File: src/rtl/seq_classifier.sv
// Classifies a W-bit sample stream against eight mod-2^W integer sequences and reports the survivor.
// Define SEQ_CLASSIFIER_PREDICT_EN to build the next-sample predictor behind pred_valid/pred_data.
module seq_classifier #(
   parameter int unsigned W          = 8,
   parameter logic [7:0]  CHECK_MASK = 8'hFF
) (
   input  logic         clk,
   input  logic         reset,
   input  logic         clear,
   input  logic         in_valid,
   input  logic [W-1:0] in_data,
   output logic [7:0]   cand,
   output logic         locked,
   output logic [2:0]   seq_id,
   output logic         nomatch,
   output logic [1:0]   state,
   output logic         upd,
   output logic         pred_valid,
   output logic [W-1:0] pred_data
);
   typedef enum logic [1:0] {IDLE = 2'd0, TRACK = 2'd1, LOCKED = 2'd2, NOMATCH = 2'd3} state_t;

   localparam logic [W-1:0] V0 = '0;
   localparam logic [W-1:0] V1 = W'(1);
   localparam logic [W-1:0] V2 = W'(2);

   // Value sequence `id` must take given the seed phase, index and sample history.
   function automatic logic [W-1:0] expected(input logic [2:0]   id,
                                             input logic [1:0]   ph,
                                             input logic [W-1:0] k,
                                             input logic [W-1:0] h1,
                                             input logic [W-1:0] h2,
                                             input logic [W-1:0] h3);
      logic [W-1:0] r;
      case (id)
         3'd0:    r = k * k;
         3'd1:    r = (ph == 2'd0) ? V1 : h1 + h1 + h1;
         3'd2:    r = (ph == 2'd0) ? V0 : h1 + k;
         3'd3:    r = (ph <  2'd2) ? V1 : h1 + h2;
         3'd4:    r = (ph == 2'd0) ? V0 : (ph == 2'd1) ? V1 : h1 + h1 + h2;
         3'd5:    r = (ph == 2'd0) ? V2 : (ph == 2'd1) ? V1 : h1 + h2;
         3'd6:    r = (ph != 2'd3) ? V1 : h2 + h3;
         default: r = (ph == 2'd0) ? V2 : h1 * (h1 - V1) + V1;
      endcase
      return r;
   endfunction

   state_t       state_q, state_n;
   logic [W-1:0] k_q, h1_q, h2_q, h3_q;
   logic [W-1:0] k_b, h1_b, h2_b, h3_b;
   logic [1:0]   phase_q, phase_b, phase_n;
   logic [7:0]   cand_q, cand_b, cand_n;
   logic [2:0]   seq_id_q, seq_id_n;
   logic [3:0]   pop;
   logic         locked_q, nomatch_q, upd_q;

   // NOTE: every variable written here is assigned unconditionally first, so no latch can be inferred.
   always_comb begin
      // clear restarts the run at the same edge, so a coincident sample becomes index 0
      k_b     = clear ? V0 : k_q;
      h1_b    = clear ? V0 : h1_q;
      h2_b    = clear ? V0 : h2_q;
      h3_b    = clear ? V0 : h3_q;
      phase_b = clear ? 2'd0 : phase_q;
      cand_b  = clear ? CHECK_MASK : cand_q;
      phase_n = (phase_b == 2'd3) ? 2'd3 : phase_b + 2'd1;

      cand_n = cand_b;
      for (int i = 0; i < 8; i++) begin
         if (in_data != expected(3'(i), phase_b, k_b, h1_b, h2_b, h3_b))
            cand_n[i] = 1'b0;
      end

      pop      = 4'($countones(cand_n));
      seq_id_n = 3'd0;
      for (int i = 0; i < 8; i++) begin
         if (cand_n[i] && pop == 4'd1)
            seq_id_n = 3'(i);
      end

      if (pop == 4'd0)      state_n = NOMATCH;
      else if (pop == 4'd1) state_n = LOCKED;
      else                  state_n = TRACK;
   end

   // NOTE: non-blocking assignments so every register samples the pre-edge values together.
   always_ff @(posedge clk) begin
      if (reset) begin
         k_q       <= V0;
         phase_q   <= 2'd0;
         h1_q      <= V0;
         h2_q      <= V0;
         h3_q      <= V0;
         cand_q    <= CHECK_MASK;
         locked_q  <= 1'b0;
         seq_id_q  <= 3'd0;
         nomatch_q <= 1'b0;
         state_q   <= IDLE;
         upd_q     <= 1'b0;
      end else begin
         upd_q <= in_valid;
         if (in_valid) begin
            k_q       <= k_b + V1;
            phase_q   <= phase_n;
            h1_q      <= in_data;
            h2_q      <= h1_b;
            h3_q      <= h2_b;
            cand_q    <= cand_n;
            locked_q  <= (pop == 4'd1);
            nomatch_q <= (pop == 4'd0);
            seq_id_q  <= seq_id_n;
            state_q   <= state_n;
         end else if (clear) begin
            k_q       <= V0;
            phase_q   <= 2'd0;
            h1_q      <= V0;
            h2_q      <= V0;
            h3_q      <= V0;
            cand_q    <= CHECK_MASK;
            locked_q  <= 1'b0;
            seq_id_q  <= 3'd0;
            nomatch_q <= 1'b0;
            state_q   <= IDLE;
         end
      end
   end

   assign cand    = cand_q;
   assign locked  = locked_q;
   assign seq_id  = seq_id_q;
   assign nomatch = nomatch_q;
   assign state   = state_q;
   assign upd     = upd_q;

`ifdef SEQ_CLASSIFIER_PREDICT_EN
   logic [W-1:0] pred_q;

   // Prediction evaluates the same rule one step ahead using the post-update history.
   always_ff @(posedge clk) begin
      if (reset)
         pred_q <= V0;
      else if (in_valid)
         pred_q <= (pop == 4'd1) ? expected(seq_id_n, phase_n, k_b + V1, in_data, h1_b, h2_b) : V0;
      else if (clear)
         pred_q <= V0;
   end

   assign pred_valid = locked_q;
   assign pred_data  = pred_q;
`else
   assign pred_valid = 1'b0;
   assign pred_data  = V0;
`endif

endmodule

File: config.mk
export PLATFORM = sky130hd
export DESIGN_NAME = seq_classifier
export DESIGN_NICKNAME = d
export VERILOG_FILES = /design/src/rtl/seq_classifier.sv
export SDC_FILE = /design/constraint.sdc
export NUM_CORES = 1
export LEC_CHECK = 0
export ABC_AREA = 1
export CAP_MARGIN = 20
export CORE_ASPECT_RATIO = 0.6
export CORE_UTILIZATION = 55
export DETAILED_ROUTE_END_ITERATION = 6
export PLACE_DENSITY = 0.74
export SLEW_MARGIN = 0
export SYNTH_ARGS = -nofsm -noshare
export SYNTH_HDL_FRONTEND = slang
export SYNTH_SLANG_ARGS = --single-unit
File: constraint.sdc
create_clock -name clk -period 11.2 [get_ports clk]
set_input_delay 2.8 -clock clk [delete_from_list [all_inputs] [get_ports clk]]
set_output_delay 2.8 -clock clk [all_outputs]
set_load 0.005 [all_outputs]
; Word level (Yosys, flattened, before mapping)
; Index checks and enable logic that the tools add are counted.
[word_totals]
ff_bits = 50
in_bits = 12
output_inout_bits = 25
word_cells = 99
[classes]
n_addsub = 17
multipliers = 2
order_cmp = 1
n_eq_ne = 12
mux = 46
n_reduce_logical = 10
[op_table]
columns = operator, n
row1 = $mux W8, 19
row2 = $ne A8 B8 Y1, 8
row3 = $add A8 B8 Y8, 6
row4 = $mux W3, 8
row5 = $add A8 B1 Y8 const B, 2
row6 = $mul A8 B8 Y8, 2
row7 = $mux W2, 7
row8 = $mux W1, 12
row9 = $add A1 B1 Y2, 4
row10 = $sub A8 B1 Y8 const B, 1
row11 = $logic_and A1 B1 Y1, 7
row12 = $add A2 B2 Y3, 2
row13 = $add A3 B3 Y4, 1
row14 = $eq A4 B1 Y1 const B, 1
row15 = $logic_not A4 Y1, 1
row16 = $add A2 B1 Y2 const B, 1
row17 = $eq A2 B1 Y1 const B, 1
row18 = $eq A2 B2 Y1 const B, 1
row19 = $logic_not A2 Y1, 1
row20 = $lt A2 B2 Y1 const B, 1
row21 = $ne A2 B2 Y1 const B, 1
row22 = $reduce_bool A2 Y1, 1

; Depth between registers and ports, before layout
; Gate-level depths: netlist of the first run.
[logic_depth]
word_depth = 20
ltp_mapped = 49
mapped_depth_nobuf = 46

; Least setup slack after synthesis of the first run
; OpenSTA, ideal clock, no wires.
[synth_timing]
path_kind = input-to-reg
startpoint = input clear
endpoint = register seq_id_q[0] (netlist: seq_id[0])
setup_ns = 0.113
t_arrival_ns = 9.438
required_time_ns = 11.087
path_slack_ns = 1.650
cell_stages = 44
path_buffers = 2
path_cell_list = buf_6 > inv_8 > buf_12 > nand2_1 > ha_1 > nand2_1 > ha_1 > or2_2 > fa_1 > fa_1 > inv_1 > fa_1 > inv_1 > fa_1 > inv_1 > ha_1 > inv_1 > a21oi_1 > [8 not listed] > nand2_1 > nand3_1 > fa_1 > inv_1 > ha_1 > inv_1 > fa_1 > inv_1 > nand2_1 > nor2_1 > o2bb2ai_1 > nand3_1 > inv_1 > nand4_1 > nand2_1 > nand2_1 > nand2_1 > nand2_1
[synth_via]
elab_chain_len = 20
word_cells_on_any_way = 69
cone_classes = add/sub (15) / mul (2) / order compare (1) / eq/ne (11) / mux (31) / reduce/logical (9)
[synth_lines]
columns = item, line
row1 = from (decl), 9  ; input logic clear,
row2 = $mux W8, -
row3 = $sub A8 B1 Y8 / $add A8 B8 Y8 (equally long branches), "43, 37, 40"
row4 = $mul A8 B8 Y8 / $add A8 B8 Y8 (equally long branches), "43, 40"
row5 = $add A8 B1 Y8 / $mux W8 (equally long branches), "43, 40"
row6 = "$mux W8, on equally long branches", "43, 40"
row7 = $ne A8 B8 Y1, 70  ; if (in_data != expected(3'(i), phase_b, k_b, h1_b, h2_b, h3_b))
row8 = $mux W1, 70
row9 = $add A1 B1 Y2 (implied by the code), 74  ; pop = 4'($countones(cand_n));
row10 = $add A2 B2 Y3 (implied by the code), 74
row11 = $add A3 B3 Y4 (implied by the code), 74
row12 = $eq A4 B1 Y1, 77  ; if (cand_n[i] && pop == 4'd1)
row13 = $logic_and A1 B1 Y1, 77
row14 = $mux W1, 77
row15 = $mux W3 (6 in a row), 77
row16 = $mux W3, 102  ; if (in_valid) begin
row17 = to (signal assigned), 111  ; seq_id_q <= seq_id_n;
row18 = to (decl), 53  ; logic [2:0] seq_id_q, seq_id_n;
; Parallel ways exist; a longest one is shown, timed or not.
; A chain may end at the register's enable or synchronous reset.

; Worst setup path in the final report of the first run
; Same ends and word-level chain as after synthesis.

==> results of run 1 <==
==> state kept, by name, summed over array words and instances, names as in the netlist <==
register,count
k_q,8
upd,1
phase_q,2
h2_q,8
locked,1
h3_q,8
state,2
h1_q,8
nomatch,1
seq_id,3
cand,8
==> synthesized netlist by cell type (18+ instances only) <==
cell	instances
o22ai_1	27
nor2_1	76
nand2_1	204
o21ai_0	28
dfxtp_1	50
nand4_1	30
xor2_1	27
ha_1	76
a21oi_1	47
fa_1	26
nand3_1	69
inv_1	137
or2_2	18
==> power groups by stage <==
stage / sequential (mW) / combinational, mW / clock, mW
after floorplan: 0.191 / 0.0783 / 0
after global placement: 0.191 / 0.109 / 0
after detailed placement: 0.191 / 0.110 / 0
after CTS: 0.187 / 0.110 / 0.155
after global routing: 0.188 / 0.125 / 0.163
final: 0.187 / 0.114 / 0.154
==> per-stage QoR <==
step,setup slack (ns),instances,util,hold WS [ns]
detailed placement,0.407,1078,0.609,0.450
CTS,0.726,1085,0.621,0.468
floorplan,1.65,938,-,0.423
global placement,0.676,1078,0.609,0.451
global route,0.0162,1085,0.621,0.486
finish,0.601,1085,0.621,0.474
==> layer usage <==
layer	routed length [µm]	share of wire	track usage	vias to the layer above
met5	0	0	0	-
met1	9570	0.52	0.540	2809
li1	-	-	-	3061
met3	2060	0.11	0.0705	20
met4	243	0.013	0.0819	0
met2	6590	0.36	0.410	268
==> cell families after synthesis <==
logic type / share of synthesized area
AOI/OAI and AO/OA: 0.119
xor gates and xnor gates: 0.0538
adders and majority gates: 0.233
buffers and inverters: 0.120
DFF: 0.158
other: 0.000593
and+or+nand+nor: 0.315
==> final cells by class <==
type / count / area (µm²) / area share
sequential: 50 / 1000 / 0.148
clock buffer: 5 / 125 / 0.0185
clock inverter: 2 / 15.0 / 0.00222
timing repair buffer: 32 / 308 / 0.0455
tap: 139 / 174 / 0.0257
inverter: 145 / 552 / 0.0816
multi-input combinational: 712 / 4590 / 0.679
==> worst min path at each step <==
stage,from,endpoint,slack (ns),cells past startpoint
floorplan,k_q[7],k_q[7],0.42,1
global placement,k_q[7],k_q[7],0.45,1
detailed placement,k_q[7],k_q[7],0.45,1
CTS,k_q[7],k_q[7],0.47,1
global route,state[0],state[0],0.49,2
finish,seq_id[1],seq_id[1],0.47,2
==> critical path: cells and delay by family <==
family          cells  cell delay (ns)
fa+ha+maj          10             3.81
simple gates       21             2.47
compound gates      2             0.34
buf+inv            10             1.38
==> key figures, run 1 <==
Power and ir drop
  – Flop pwr share: 0.412
  – Internal power: 0.303 mW
  – Sw power: 0.152 mW
  – P_leak: 3.56 nW
  – Combinational power share: 0.250
  – Final Total Pwr: 0.455 mW
  – Power density cells: 67.3 nW/µm²
  – Clock power frac: 0.339
  – Net Sw Frac: 0.334
  – Peak supply drop: 0.0000713 V

Place
  – Placed cell area: 6630 µm²
  – Final Wtd Congestion: 0.960
  – Port Buffer Count: 27
  – HPWL after detailed placement: 14.6 mm

Setup path
  – CP max FO: 32
  – CP endpoint: seq_id[0]
  – Worst endpoint required time: 11.40 ns
  – R2R depth: 41
  – Critical Path Source Type: primary input
  – Most used cell, CP: nand2_1
  – Reg2Reg Launch Point: h1_q[0]
  – Reg-to-reg setup timing slack: 3.51 ns
  – Slowest cell on crit path: fa_1
  – Crit end category: flop
  – Critical path launch point: clear
  – FF-to-FF End: seq_id[0]
  – CP arrival: 10.80 ns
  – WS Path Type: in -> reg
  – Max incr delay on CP: 0.55 ns

Timing
  – RSZ-0062 raised after global routing: false
  – Worst Skew: 0.00916 ns
  – Final setup violation count: 0
  – Crit path time final: 10.60 ns
  – Relative slew slack: 0.334
  – Final Slew Violations: 0
  – Final-report hold violation count: 0
  – Worst-margin pin slew: 0.997 ns
  – Setup TNS: 0 ns
  – Final Cycle Share: 0.946
  – Max frequency: 0.0943 GHz

Floorplanning
  – Core Area: 10900 µm²
  – Chip width: 140 µm
  – Num ports: 37
  – Initial Utilization: 0.581
  – DIE HEIGHT: 85.0 µm
  – Row count: 29
  – Die area: 11900 µm²

Synth
  – Area contributors post-synth: dfxtp_1 (16%), ha_1 (15%), nand2_1 (12%)
  – Register area share after synthesis: 0.158
  – Post-Synthesis Cell Area: 6320 µm²
  – Main synth FF type: dfxtp_1
  – Yosys Warn Count: 0
  – Number of flops mapped to enable cells by yosys: 0
  – Post-synth top area cell: dfxtp_1
  – Post-synthesis register bit count: 50
  – Mapped Avg Cell Area: 6.80 µm²
  – Share of the synthesized area in the top cell type: 0.158
  – Library cells used by synthesis: 52
  – Cells after Synth: 930
  – Async SR Flop Fraction: 0

Finish
  – Commonest non-fill, non-tap cell in the layout: nand2_1
  – Share of cells above drive strength 1: 0.0550
  – Layout fillers: 1045
  – Area growth syn-to-layout: 7.03%
  – Final Cell Area: 6770 µm²
  – Final #Nets: 1060
  – N_diodes: 0
  – Commonest non-fill, non-tap cells in the layout: nand2_1 (204), inv_1 (137), nor2_1 (76), ha_1 (76), nand3_1 (69)

Global route
  – First-pass GRT wire length: 30.1 mm
  – Remaining global-route overflow: 0
  – Vias in the first global route: 5526
  – Initial antenna violation count: 0
  – Largest net degree at the start of global routing: 33
  – Gr usage total: 0.328

Hold path
  – Worst min-delay path class: reg -> reg

Route
  – Drt pass-1 iters: 5
  – ANT nets after route: 0
  – Post-route DRC: 0
  – DR vias: 6158
  – Initial DRC Count: 644
  – Drt via density: 5.68
  – Routed WL per cell: 17.0 µm
  – Detailed-route wire length: 18.5 mm

Outcome
  – Status: completed

Clock network
  – CTS sink cnt: 50
  – Post-CTS Setup Repair Bufs: 0
  – # hold bufs at CTS: 0
  – Clock-pin slew on the worst setup and hold paths: 0.07 ns
  – Skew-Pair Late Insertion Delay: 0.30 ns
  – CTS max path bufs: 2
  – CTS tree: built
  – Clk root buf: clkbuf_16
  – Post-CTS Resized: 0
  – TritonCTS Buffers: 5
  – H-Tree Depth: 2

Run
  – Max Cap Violations: 0
No activity file was read; power rests on OpenSTA's default activity.
==> run 2, diff against run 1 <==
--- a/config.mk
+++ b/config.mk
@@ -6,11 +6,9 @@
 export NUM_CORES = 1
 export LEC_CHECK = 0
 export ABC_AREA = 1
-export CAP_MARGIN = 20
 export CORE_ASPECT_RATIO = 0.6
-export CORE_UTILIZATION = 55
+export CORE_UTILIZATION = 45
 export DETAILED_ROUTE_END_ITERATION = 6
-export PLACE_DENSITY = 0.74
 export SLEW_MARGIN = 0
 export SYNTH_ARGS = -nofsm -noshare
 export SYNTH_HDL_FRONTEND = slang
==> key figures, run 2 (synthesized netlist as in run 1, its figures left out) <==
Clock network
  – CTS sink cnt: 50 (unchanged)
  – Skew-Pair Late Insertion Delay: 0.30 ns (about the same)
  – # hold bufs at CTS: 0 (unchanged)
  – TritonCTS Buffers: 5 (unchanged)
  – H-Tree Depth: 2 (unchanged)
  – Post-CTS Setup Repair Bufs: 0 (unchanged)
  – CTS tree: built
  – Clock-pin slew on the worst setup and hold paths: 0.07 ns (about the same)
  – CTS max path bufs: 2 (unchanged)
  – Clk root buf: clkbuf_16
  – Post-CTS Resized: 0 (unchanged)

Finish
  – Layout fillers: 1408 (+35%)
  – Final #Nets: 1062 (+0.19%)
  – Commonest non-fill, non-tap cell in the layout: nand2_1
  – Area growth syn-to-layout: 8.73%
  – Final std cells w/o fill: 1141 (+5.2%)
  – Commonest non-fill, non-tap cells in the layout: nand2_1 (204), inv_1 (137), nor2_1 (76), ha_1 (76), nand3_1 (69)
  – N_diodes: 0 (unchanged)
  – Final core occ: 0.503 (-0.119)
  – Share of cells above drive strength 1: 0.0569 (+0.00193)
  – Final Cell Area: 6870 µm² (+1.6%)

Setup path
  – CP arrival: 10.64 ns (-0.16 ns)
  – Crit end category: flop
  – Reg-to-reg setup timing slack: 3.55 ns (+0.04 ns)
  – Crit path buf inv count: 10 (unchanged)
  – CP max FO: 17 (-47%)
  – Worst endpoint required time: 11.39 ns (about the same)
  – Reg2Reg Launch Point: h1_q[0]
  – Max incr delay on CP: 0.59 ns (+0.04 ns)
  – Critical Path Source Type: primary input
  – Slowest cell on crit path: clkdlybuf4s50_1
  – Most used cell, CP: nand2_1
  – Critical path launch point: clear
  – CP delay by family, top: adder cells
  – WS Path Type: in -> reg

Floorplanning
  – Initial Utilization: 0.463 (-0.118)
  – Core Area: 13700 µm² (+26%)
  – Chip width: 155 µm (+10%)
  – Die area: 14500 µm² (+22%)
  – DIE HEIGHT: 93.8 µm (+10%)
  – Row count: 33 (+14%)
  – Num ports: 37 (unchanged)

Route
  – Post-route DRC: 0 (unchanged)
  – ANT nets after route: 0 (unchanged)
  – Routed WL per cell: 16.6 µm (-2.5%)
  – Drt pass-1 iters: 5 (unchanged)
  – Detailed-route wire length: 18.9 mm (+2.5%)
  – DR vias: 6075 (-1.3%)
  – Drt via density: 5.32 (-6.2%)
  – Initial DRC Count: 490 (-24%)

Global route
  – Vias in the first global route: 5463 (-1.1%)
  – First-pass GRT wire length: 30.2 mm (+0.25%)
  – Largest net degree at the start of global routing: 32 (-3.0%)
  – Remaining global-route overflow: 0 (unchanged)
  – Initial antenna violation count: 0 (unchanged)
  – Gr usage total: 0.271 (-0.0572)

Power and ir drop
  – Final Total Pwr: 0.478 mW (+5.0%)
  – Combinational power share: 0.237 (-0.013)
  – Internal power: 0.327 mW (+8.0%)
  – Net Sw Frac: 0.316 (-0.0188)
  – Flop pwr share: 0.391 (-0.021)
  – Power density cells: 69.6 nW/µm² (+3.4%)
  – Peak supply drop: 0.0000816 V (+14%)
  – P_leak: 3.59 nW (+0.68%)
  – Clock power frac: 0.372 (+0.033)
  – Sw power: 0.151 mW (-0.87%)

Hold path
  – Hold Path Origin: k_q[7]
  – Worst min-delay path class: reg -> reg

Timing
  – Final-report hold violation count: 0 (unchanged)
  – RSZ-0062 raised after global routing: false
  – Final setup violation count: 0 (unchanged)
  – Relative slew slack: 0.411 (+0.0762)
  – Max frequency: 0.0957 GHz (+1.5%)
  – Crit path time final: 10.45 ns (-0.153 ns)
  – Worst-margin pin slew: 0.883 ns (-0.114 ns)
  – Worst Skew: 0.00408 ns (-0.00508 ns)
  – Final Slew Violations: 0 (unchanged)
  – Final Cycle Share: 0.933 (-0.0136)
  – Setup TNS: 0 ns (unchanged)

Run
  – Max Cap Violations: 0 (unchanged)

Place
  – Placed cell area: 6710 µm² (+1.2%)
  – HPWL after detailed placement: 14.9 mm (+2.2%)
  – Final Wtd Congestion: 0.908 (-5.5%)
  – Post-Place Cells: 1133 (+5.1%)
  – Port Buffer Count: 27 (unchanged)

Outcome
  – Status: completed
run 2: worst register-to-register path, delay by kind of cell, from the launching register on:
family                   cells  cell delay, ns
AND/OR/NAND/NOR             21            2.39
adder cells (fa/ha/maj)      9            3.57
AO/OA/AOI/OAI                2            0.30
XOR/XNOR                     1            0.27
flip-flops                   1            0.47
buffers and inverters        8            0.58
run 2: final timing paths:
check	end	cells after the start
setup / recovery	seq_id[0]	43
hold / removal	k_q[7]	1
setup reg to reg	seq_id[0]	41
hold reg to reg	k_q[7]	1
run 2: area by class of cell:
cell class	count	area [µm²]	area share
multi-input combinational	712	4590	0.668
clock inverter	2	37.5	0.00546
timing repair buffer	34	323	0.0470
clock buffer	6	129	0.0188
sequential	50	1000	0.146
tap	192	240	0.0350
inverter	145	552	0.0803
run 2: metal layers:
| layer | vias up | part of all wire | global-route usage |
|---|---|---|---|
| met2 | 234 | 0.35 | 0.351 |
| met4 | 0 | 0.014 | 0.0487 |
| met3 | 26 | 0.093 | 0.0558 |
| li1 | 3066 | - | - |
| met1 | 2749 | 0.54 | 0.440 |
| met5 | - | 0 | 0 |
run 2: per-stage QoR:
step | setup slack, ns | hold WS [ns]
6_report | 0.753 | 0.462
5_1_grt | 0.170 | 0.492
4_1_cts | 0.798 | 0.461
3_5_place_dp | 0.494 | 0.453
3_3_place_gp | 0.653 | 0.445
2_1_floorplan | 1.65 | 0.423
run 2: power by group through the flow:
stage / sequential [mW] / combinational (mW) / clock (mW)
floorplan: 0.191 / 0.0783 / 0
global placement: 0.191 / 0.111 / 0
detailed placement: 0.191 / 0.111 / 0
CTS: 0.187 / 0.112 / 0.182
global route: 0.188 / 0.126 / 0.187
finish: 0.187 / 0.113 / 0.178
